--- config.mk ---
export PLATFORM = sky130hd
export DESIGN_NAME = step_sequencer_flat
export DESIGN_NICKNAME = d
export VERILOG_FILES = /design/src/rtl/drum_pkg.sv /design/src/rtl/step_sequencer_if.sv /design/src/rtl/step_sequencer_timer.sv /design/src/rtl/step_sequencer.sv /design/src/flat_wrapper.sv
export SDC_FILE = /design/constraint.sdc
export NUM_CORES = 1
export LEC_CHECK = 0
export ABC_AREA = 1
export ABC_CLOCK_PERIOD_IN_PS = 6300
export CORE_AREA = 2 2 135 137
export CTS_CLUSTER_DIAMETER = 150
export DETAILED_ROUTE_END_ITERATION = 8
export DIE_AREA = 0 0 137 139
export PLACE_DENSITY_LB_ADDON = 0.1
export RECOVER_POWER = 25
export SKIP_LAST_GASP = 1
export SLEW_MARGIN = 25
export SYNTH_ARGS = -nofsm -noshare
export SYNTH_HDL_FRONTEND = slang
export SYNTH_SLANG_ARGS = --single-unit
--- constraint.sdc ---
create_clock -name clk -period 6.3 [get_ports clk]
set_input_delay 0.945 -clock clk [delete_from_list [all_inputs] [get_ports clk]]
set_output_delay 0.945 -clock clk [all_outputs]
set_load 0.02 [all_outputs]
--- src/rtl/drum_pkg.sv ---
// Shared drum-machine types: the system mode encoding used by the mode controller
// and the default step_sequencer geometry.
package drum_pkg;

  typedef enum logic [1:0] {
    EDIT = 2'd0,
    PLAY = 2'd1,
    RAW  = 2'd2
  } sysmode_t;

  localparam int DRUM_VOICES   = 4;
  localparam int DRUM_STEPS    = 16;
  localparam int DRUM_PERIOD_W = 24;

  // The mode controller never emits 3, but if it does, it behaves like EDIT.
  function automatic sysmode_t decode_mode(input logic [1:0] m);
    case (m)
      2'd1:    return PLAY;
      2'd2:    return RAW;
      default: return EDIT;
    endcase
  endfunction

endpackage

--- src/rtl/step_sequencer_if.sv ---
// Control/status bundle between the sequencer (slave) and its driver (master):
// mode, edit controls and pads in; triggers and step/pattern status out.
interface step_sequencer_if import drum_pkg::*; #(
  parameter int VOICES   = DRUM_VOICES,
  parameter int STEPS    = DRUM_STEPS,
  parameter int PERIOD_W = DRUM_PERIOD_W
);
  localparam int STEP_W  = $clog2(STEPS);
  localparam int VOICE_W = (VOICES > 1) ? $clog2(VOICES) : 1;

  logic [1:0]          mode;
  logic [PERIOD_W-1:0] step_period;
  logic [STEP_W-1:0]   edit_step;
  logic [VOICE_W-1:0]  edit_voice;
  logic                edit_toggle;
  logic [VOICES-1:0]   pads;
  logic [VOICES-1:0]   trig;
  logic [STEP_W-1:0]   step_idx;
  logic                step_strobe;
  logic [STEPS-1:0]    edit_row;

  modport master (
    output mode, step_period, edit_step, edit_voice, edit_toggle, pads,
    input  trig, step_idx, step_strobe, edit_row
  );

  modport slave (
    input  mode, step_period, edit_step, edit_voice, edit_toggle, pads,
    output trig, step_idx, step_strobe, edit_row
  );

endinterface

--- src/rtl/step_sequencer_timer.sv ---
// step_timer: counts clk cycles within a step and pulses tick on the last one.
// A period of 0 is treated as 1, so the tick then fires every enabled cycle.
module step_timer import drum_pkg::*; #(
  parameter int PERIOD_W = DRUM_PERIOD_W
) (
  input  logic                clk,
  input  logic                rst,
  input  logic                clr,
  input  logic                en,
  input  logic [PERIOD_W-1:0] period,
  output logic                tick
);

  logic [PERIOD_W-1:0] timer_q, timer_d;
  logic [PERIOD_W-1:0] last_cnt;

  // >= rather than == so a period shortened mid-step ends the step at once.
  always_comb begin
    last_cnt = (period == '0) ? '0 : period - PERIOD_W'(1);
    tick     = en && !clr && (timer_q >= last_cnt);
    timer_d  = timer_q + PERIOD_W'(1);
    if (clr || !en || tick) timer_d = '0;
  end

  always_ff @(posedge clk) begin
    if (rst) timer_q <= '0;
    else     timer_q <= timer_d;
  end

endmodule

--- src/rtl/step_sequencer.sv ---
// Drum step sequencer: grid edit, timed pattern playback and raw pad triggering.
// Build option STEP_SEQUENCER_LIVE_EDIT_EN lets edit_toggle also flip the grid in PLAY.
module step_sequencer import drum_pkg::*; #(
  parameter int VOICES   = DRUM_VOICES,
  parameter int STEPS    = DRUM_STEPS,
  parameter int PERIOD_W = DRUM_PERIOD_W
) (
  input  logic             clk,
  input  logic             rst,
  step_sequencer_if.slave  bus
);

  localparam int STEP_W = $clog2(STEPS);

  sysmode_t                      mode, prev_mode_q, prev_mode_d;
  logic [VOICES-1:0][STEPS-1:0]  grid_q, grid_d;
  logic [VOICES-1:0]             trig_q, trig_d;
  logic [VOICES-1:0]             pads_q, pads_d;
  logic [VOICES-1:0]             col0, col_next;
  logic [STEP_W-1:0]             step_idx_q, step_idx_d, step_next;
  logic                          step_strobe_q, step_strobe_d;
  logic                          in_play, entry, tick, edit_en, voice_ok;

  assign mode      = decode_mode(bus.mode);
  assign in_play   = (mode == PLAY);
  assign entry     = in_play && (prev_mode_q != PLAY);
  assign voice_ok  = int'(bus.edit_voice) < VOICES;
  assign step_next = (step_idx_q == STEP_W'(STEPS - 1)) ? '0 : step_idx_q + STEP_W'(1);

`ifdef STEP_SEQUENCER_LIVE_EDIT_EN
  assign edit_en = (mode != RAW);
`else
  assign edit_en = (mode == EDIT);
`endif

  step_timer #(.PERIOD_W(PERIOD_W)) u_timer (
    .clk    (clk),
    .rst    (rst),
    .clr    (entry),
    .en     (in_play),
    .period (bus.step_period),
    .tick   (tick)
  );

  always_comb begin
    col0     = '0;
    col_next = '0;
    for (int v = 0; v < VOICES; v++) begin
      col0[v]     = grid_q[v][0];
      col_next[v] = grid_q[v][step_next];
    end
  end

  // Triggers read grid_q, so a same-cycle toggle only affects later passes.
  always_comb begin
    grid_d        = grid_q;
    pads_d        = bus.pads;
    prev_mode_d   = mode;
    step_idx_d    = '0;
    trig_d        = '0;
    step_strobe_d = 1'b0;
    if (bus.edit_toggle && edit_en && voice_ok)
      grid_d[bus.edit_voice][bus.edit_step] = ~grid_q[bus.edit_voice][bus.edit_step];
    case (mode)
      PLAY: begin
        if (entry) begin
          trig_d        = col0;
          step_strobe_d = 1'b1;
        end else if (tick) begin
          step_idx_d    = step_next;
          trig_d        = col_next;
          step_strobe_d = 1'b1;
        end else begin
          step_idx_d    = step_idx_q;
        end
      end
      RAW:     trig_d = bus.pads & ~pads_q;
      default: ;
    endcase
  end

  always_ff @(posedge clk) begin
    if (rst) begin
      grid_q        <= '0;
      trig_q        <= '0;
      pads_q        <= '0;
      step_idx_q    <= '0;
      step_strobe_q <= 1'b0;
      prev_mode_q   <= EDIT;
    end else begin
      grid_q        <= grid_d;
      trig_q        <= trig_d;
      pads_q        <= pads_d;
      step_idx_q    <= step_idx_d;
      step_strobe_q <= step_strobe_d;
      prev_mode_q   <= prev_mode_d;
    end
  end

  assign bus.trig        = trig_q;
  assign bus.step_idx    = step_idx_q;
  assign bus.step_strobe = step_strobe_q;
  assign bus.edit_row    = voice_ok ? grid_q[bus.edit_voice] : '0;

endmodule

--- src/flat_wrapper.sv ---
// flat-port wrapper written by rule: the top's interface ports become plain ports
module step_sequencer_flat import drum_pkg::*;
#(
  parameter int VOICES   = DRUM_VOICES,
  parameter int STEPS    = DRUM_STEPS,
  parameter int PERIOD_W = DRUM_PERIOD_W
)
  (clk, rst, bus_mode, bus_step_period, bus_edit_step, bus_edit_voice, bus_edit_toggle, bus_pads, bus_trig, bus_step_idx, bus_step_strobe, bus_edit_row);
  step_sequencer_if #(.VOICES(VOICES), .STEPS(STEPS), .PERIOD_W(PERIOD_W)) bus_i ();
  input  logic clk;
  input  logic rst;
  input wire logic [$bits(bus_i.mode)-1:0] bus_mode;
  input wire logic [$bits(bus_i.step_period)-1:0] bus_step_period;
  input wire logic [$bits(bus_i.edit_step)-1:0] bus_edit_step;
  input wire logic [$bits(bus_i.edit_voice)-1:0] bus_edit_voice;
  input wire logic [$bits(bus_i.edit_toggle)-1:0] bus_edit_toggle;
  input wire logic [$bits(bus_i.pads)-1:0] bus_pads;
  output wire logic [$bits(bus_i.trig)-1:0] bus_trig;
  output wire logic [$bits(bus_i.step_idx)-1:0] bus_step_idx;
  output wire logic [$bits(bus_i.step_strobe)-1:0] bus_step_strobe;
  output wire logic [$bits(bus_i.edit_row)-1:0] bus_edit_row;
  assign bus_i.mode = bus_mode;
  assign bus_i.step_period = bus_step_period;
  assign bus_i.edit_step = bus_edit_step;
  assign bus_i.edit_voice = bus_edit_voice;
  assign bus_i.edit_toggle = bus_edit_toggle;
  assign bus_i.pads = bus_pads;
  assign bus_trig = bus_i.trig;
  assign bus_step_idx = bus_i.step_idx;
  assign bus_step_strobe = bus_i.step_strobe;
  assign bus_edit_row = bus_i.edit_row;
  step_sequencer #(.VOICES(VOICES), .STEPS(STEPS), .PERIOD_W(PERIOD_W)) u_core (.clk(clk), .rst(rst), .bus(bus_i));
endmodule
==> flow_metrics.tcl <==
set metrics [dict create \
    status "complete, but fails checks" \
    violations "max-capacitance violations, max-slew violations" \
    routedWlPerCell_um 14.99 \
    ys_top_cells_by_count "nand2_1 (280), nor2_1 (197), inv_1 (128), nand3_1 (125), dfxtp_1 (103)" \
    ys_warn_count 0 \
    p_clk_share_pct 42.3 \
    cp_max_fo 64 \
    ys_top_cells_by_area "dfxtp_1 (30%), nand2_1 (15%), nor2_1 (11%)" \
    antenna_cells 0 \
    drv_slew 65 \
    io_buffers 63 \
    finalSetupTns_ns 0 \
    placementRows 49 \
    fin_nets 1247 \
    synth.most_common_cell "nand2_1" \
    drive_gt1_share_pct 2.620 \
    p_per_area_nw_per_um2 189.0 \
    synth_flop_cell "dfxtp_1" \
    grt_antenna_before_repair 0 \
    power_frac_seq_pct 43.7 \
    areaGrowthSynthToFinish_pct 15.21 \
    critPathLaunchType "input pin" \
    finalNonFillerCells 1412 \
    comb_power_share_pct 14.0 \
    critical_path.max_stage_delay_ns 2.04 \
    dpl.hpwl_um 14500 \
    grt_pass1_wl_um 34600 \
    start_util_pct 39.09 \
    syn_area_um2 6902 \
    crit_arrival_ns 5.32 \
    grt_pass1_vias 6744 \
    ys_types 34 \
    syn_avg_cell_area_um2 6.054 \
    p_int_mw 1.101 \
    clock_path_buffers 2 \
    rsz0062_at_grt "no" \
    gp_congestion 0.8525 \
    wirelength_um 21160 \
    hp-class "flop to flop" \
    maxSlewHeadroom_pct -84.04 \
    swShare_pct 26.74 \
    rr_endpoint "u_core.grid_q[39]$_SDFFE_PP0P_" \
    hold_start "u_core.u_timer.timer_q[0]$_SDFF_PP0_" \
    crit_type "input pin to flop" \
    endpoint_kind "flop" \
    cts_setup_buffers 0 \
    skew_ns 0.01174 \
    yosysTopAreaCell "dfxtp_1" \
    ctsHoldBuffers 0 \
    grtUsageTotal_pct 22.82 \
    slowest_stage "nor2_2" \
    cts_root_buf "clkbuf_16" \
    path_common_cell "nand2_1" \
    ioPinCount 64 \
    htreeDepth 3 \
    clkLatencyLatePin_ns 0.36 \
    drc 0 \
    numCtsBuffers 9 \
    finalPower_mw 1.503 \
    r2r-start "u_core.col0[1]$_SDFFE_PP0P_" \
    tritoncts "built" \
    num_vias 7240 \
    grt-ovfl-total 0 \
    ys_seq_area_share_pct 29.88 \
    power.switching_mw 0.4019 \
    path_clk_slew_ns 0.07 \
    cts_resized 0 \
    crit_family "simple AND/OR/NAND/NOR gates" \
    die_x_um 137 \
    crit_chain "dlygate4sd3_1 -> buf_4 -> inv_2 -> nand2_1 -> nor2_1 -> nor2_1 -> nand2_1 -> nand2_1 -> nand2_1 -> o21ai_0 -> nand2_1 -> nor2_2 -> a21oi_1" \
    place_inst 1396 \
    top_usage_layer "met2" \
    grt_max_degree 65 \
    coreArea_um2 17660 \
    p_leak_nw 3.468 \
    whs_ns 0.4722 \
    setup_violations 0 \
    hold_path_depth 1 \
    r2r_setup_slack_ns 2.69 \
    drt-initial-drc-count 521 \
    netlist.area_leader.share_pct 29.88 \
    whs_endpoint "u_core.u_timer.timer_q[0]$_SDFF_PP0_" \
    irDropWorstVdd_v 0.0001168 \
    max_freq_mhz 192.0 \
    cp.required_ns 6.42 \
    dieArea_um2 19040 \
    reg2reg_depth 11 \
    die_h_um 139 \
    synth.net_count 1209 \
    maxCapViolations 1 \
    synth-seq-cells 103 \
    period_share_pct 82.67 \
    period_minus_slack_ns 5.208 \
    worst_pin_slew_ns 2.758 \
    synth_edf_count 0 \
    postRouteAntennaNets 0 \
    async_flop_share_pct 0 \
    grtUsageMet1_pct 31.61 \
    path_buf_inv 3 \
    cts_sinks 103 \
    drt-pass1-iter-count 5 \
    hold_viol 0 \
    syn-instance-count 1140 \
    viasPerCell 5.127 \
    grt_util_met3_pct 2.887 \
    crit_cells 13 \
    grt_use_met2_pct 36.63 \
]
## registers in the layout, summed over array words and instances (netlist names)
name                    cells
u_core.pads_q               4
u_core.u_timer.timer_q     24
u_core.grid_q              60
u_core.col0                 4
u_core.bus.step_idx         4
u_core.bus.step_strobe      1
u_core.prev_mode_q          2
u_core.bus.trig             4
## area by class of cell
class / instances / area (um^2)
multi-input cells: 867 / 4121
inverters: 130 / 488.0
clock inverters: 4 / 76.32
fillers: 1929 / 9706
well taps: 229 / 286.5
repair buffers: 67 / 660.6
flip-flops and latches: 103 / 2062
clock buffers: 12 / 256.5
## layer usage
layer / share of wire, % / vias to the layer above
met2: 45 / 207
met1: 48 / 3262
met3: 5.3 / 28
met4: 1.8 / 0
met5: 0 / -
li1: - / 3743
## cell families after synthesis
family	synth area share, %
xor+xnor	2.284
flops	29.88
buf+inv	10.21
compound gates	13.58
simple gates	38.61
fa+ha+maj	5.439
## power groups by stage
stage,clock network [mW],logic [mW],registers [mW]
floorplan,0,0.136,0.673
global placement,0,0.211,0.672
global route,0.673,0.233,0.657
finish,0.636,0.210,0.657
detailed placement,0,0.210,0.672
CTS,0.647,0.212,0.657
## worst reg2reg max path, cell delays in order (launching register included)
cell and delay, ns:
dfxtp_1 0.36, inv_1 0.08, nand2_1 0.06, o21ai_1 0.06, nand2_1 0.07, nand2_1 0.13, nand2_1 0.08, nand2_1 0.05
o21ai_1 0.15, nand2_1 0.09, nor2_2 2.04, a21oi_1 0.20
## how the worst max path moves through the flow
stage                     slack (ns)          startpoint                                     to
after floorplan                 2.78  bus_step_period[0]          u_core.bus.trig[0]$_SDFF_PP0_
after global placement          1.34  bus_step_period[0]  u_core.u_timer.timer_q[18]$_SDFF_PP0_
after detailed placement        1.32  bus_step_period[0]  u_core.u_timer.timer_q[18]$_SDFF_PP0_
after CTS                       1.67  bus_step_period[0]  u_core.u_timer.timer_q[18]$_SDFF_PP0_
after global routing            0.62   bus_edit_voice[0]         u_core.grid_q[39]$_SDFFE_PP0P_
final                           1.09   bus_edit_voice[0]         u_core.grid_q[39]$_SDFFE_PP0P_
## metrics by stage
| stage | worst slack [ns] | util, % | cell area, um^2 |
|---|---|---|---|
| 5_1_grt | 0.6213 | 45.03 | 7951 |
| 3_5_place_dp | 1.319 | 43.23 | 7632 |
| 4_1_cts | 1.674 | 45.11 | 7965 |
| 3_3_place_gp | 1.341 | 43.23 | 7632 |
| 2_1_floorplan | 2.780 | - | 6902 |
| 6_report | 1.092 | 45.03 | 7951 |
## placed cells by master, fill, tap and decap left out
| master | n |
|---|---|
| nor3b_1 | 3 |
| nor4_1 | 5 |
| a21oi_1 | 82 |
| clkinvlp_4 | 1 |
| ha_1 | 30 |
| nand4_1 | 9 |
| nand2_1 | 280 |
| nand3b_1 | 2 |
| o31ai_1 | 1 |
| inv_2 | 3 |
| bufinv_16 | 2 |
| dfxtp_1 | 103 |
| a211oi_1 | 1 |
| a21boi_0 | 2 |
| a31o_2 | 1 |
| xor2_1 | 13 |
| nor2_2 | 1 |
| or2_2 | 7 |
| a31oi_1 | 1 |
| o211ai_1 | 3 |
| clkbuf_1 | 1 |
| xnor2_1 | 5 |
| buf_4 | 4 |
| nor3_1 | 12 |
| o21ai_0 | 72 |
| clkbuf_16 | 9 |
| dlygate4sd3_1 | 12 |
| nor2_1 | 197 |
| clkbuf_8 | 2 |
| o32ai_1 | 3 |
| o21bai_1 | 3 |
| a21o_1 | 2 |
| inv_6 | 1 |
| inv_1 | 127 |
| nand3_1 | 125 |
| clkdlybuf4s50_1 | 51 |
| o21ai_1 | 7 |
Note: power is estimated with default switching activity, not from simulation.
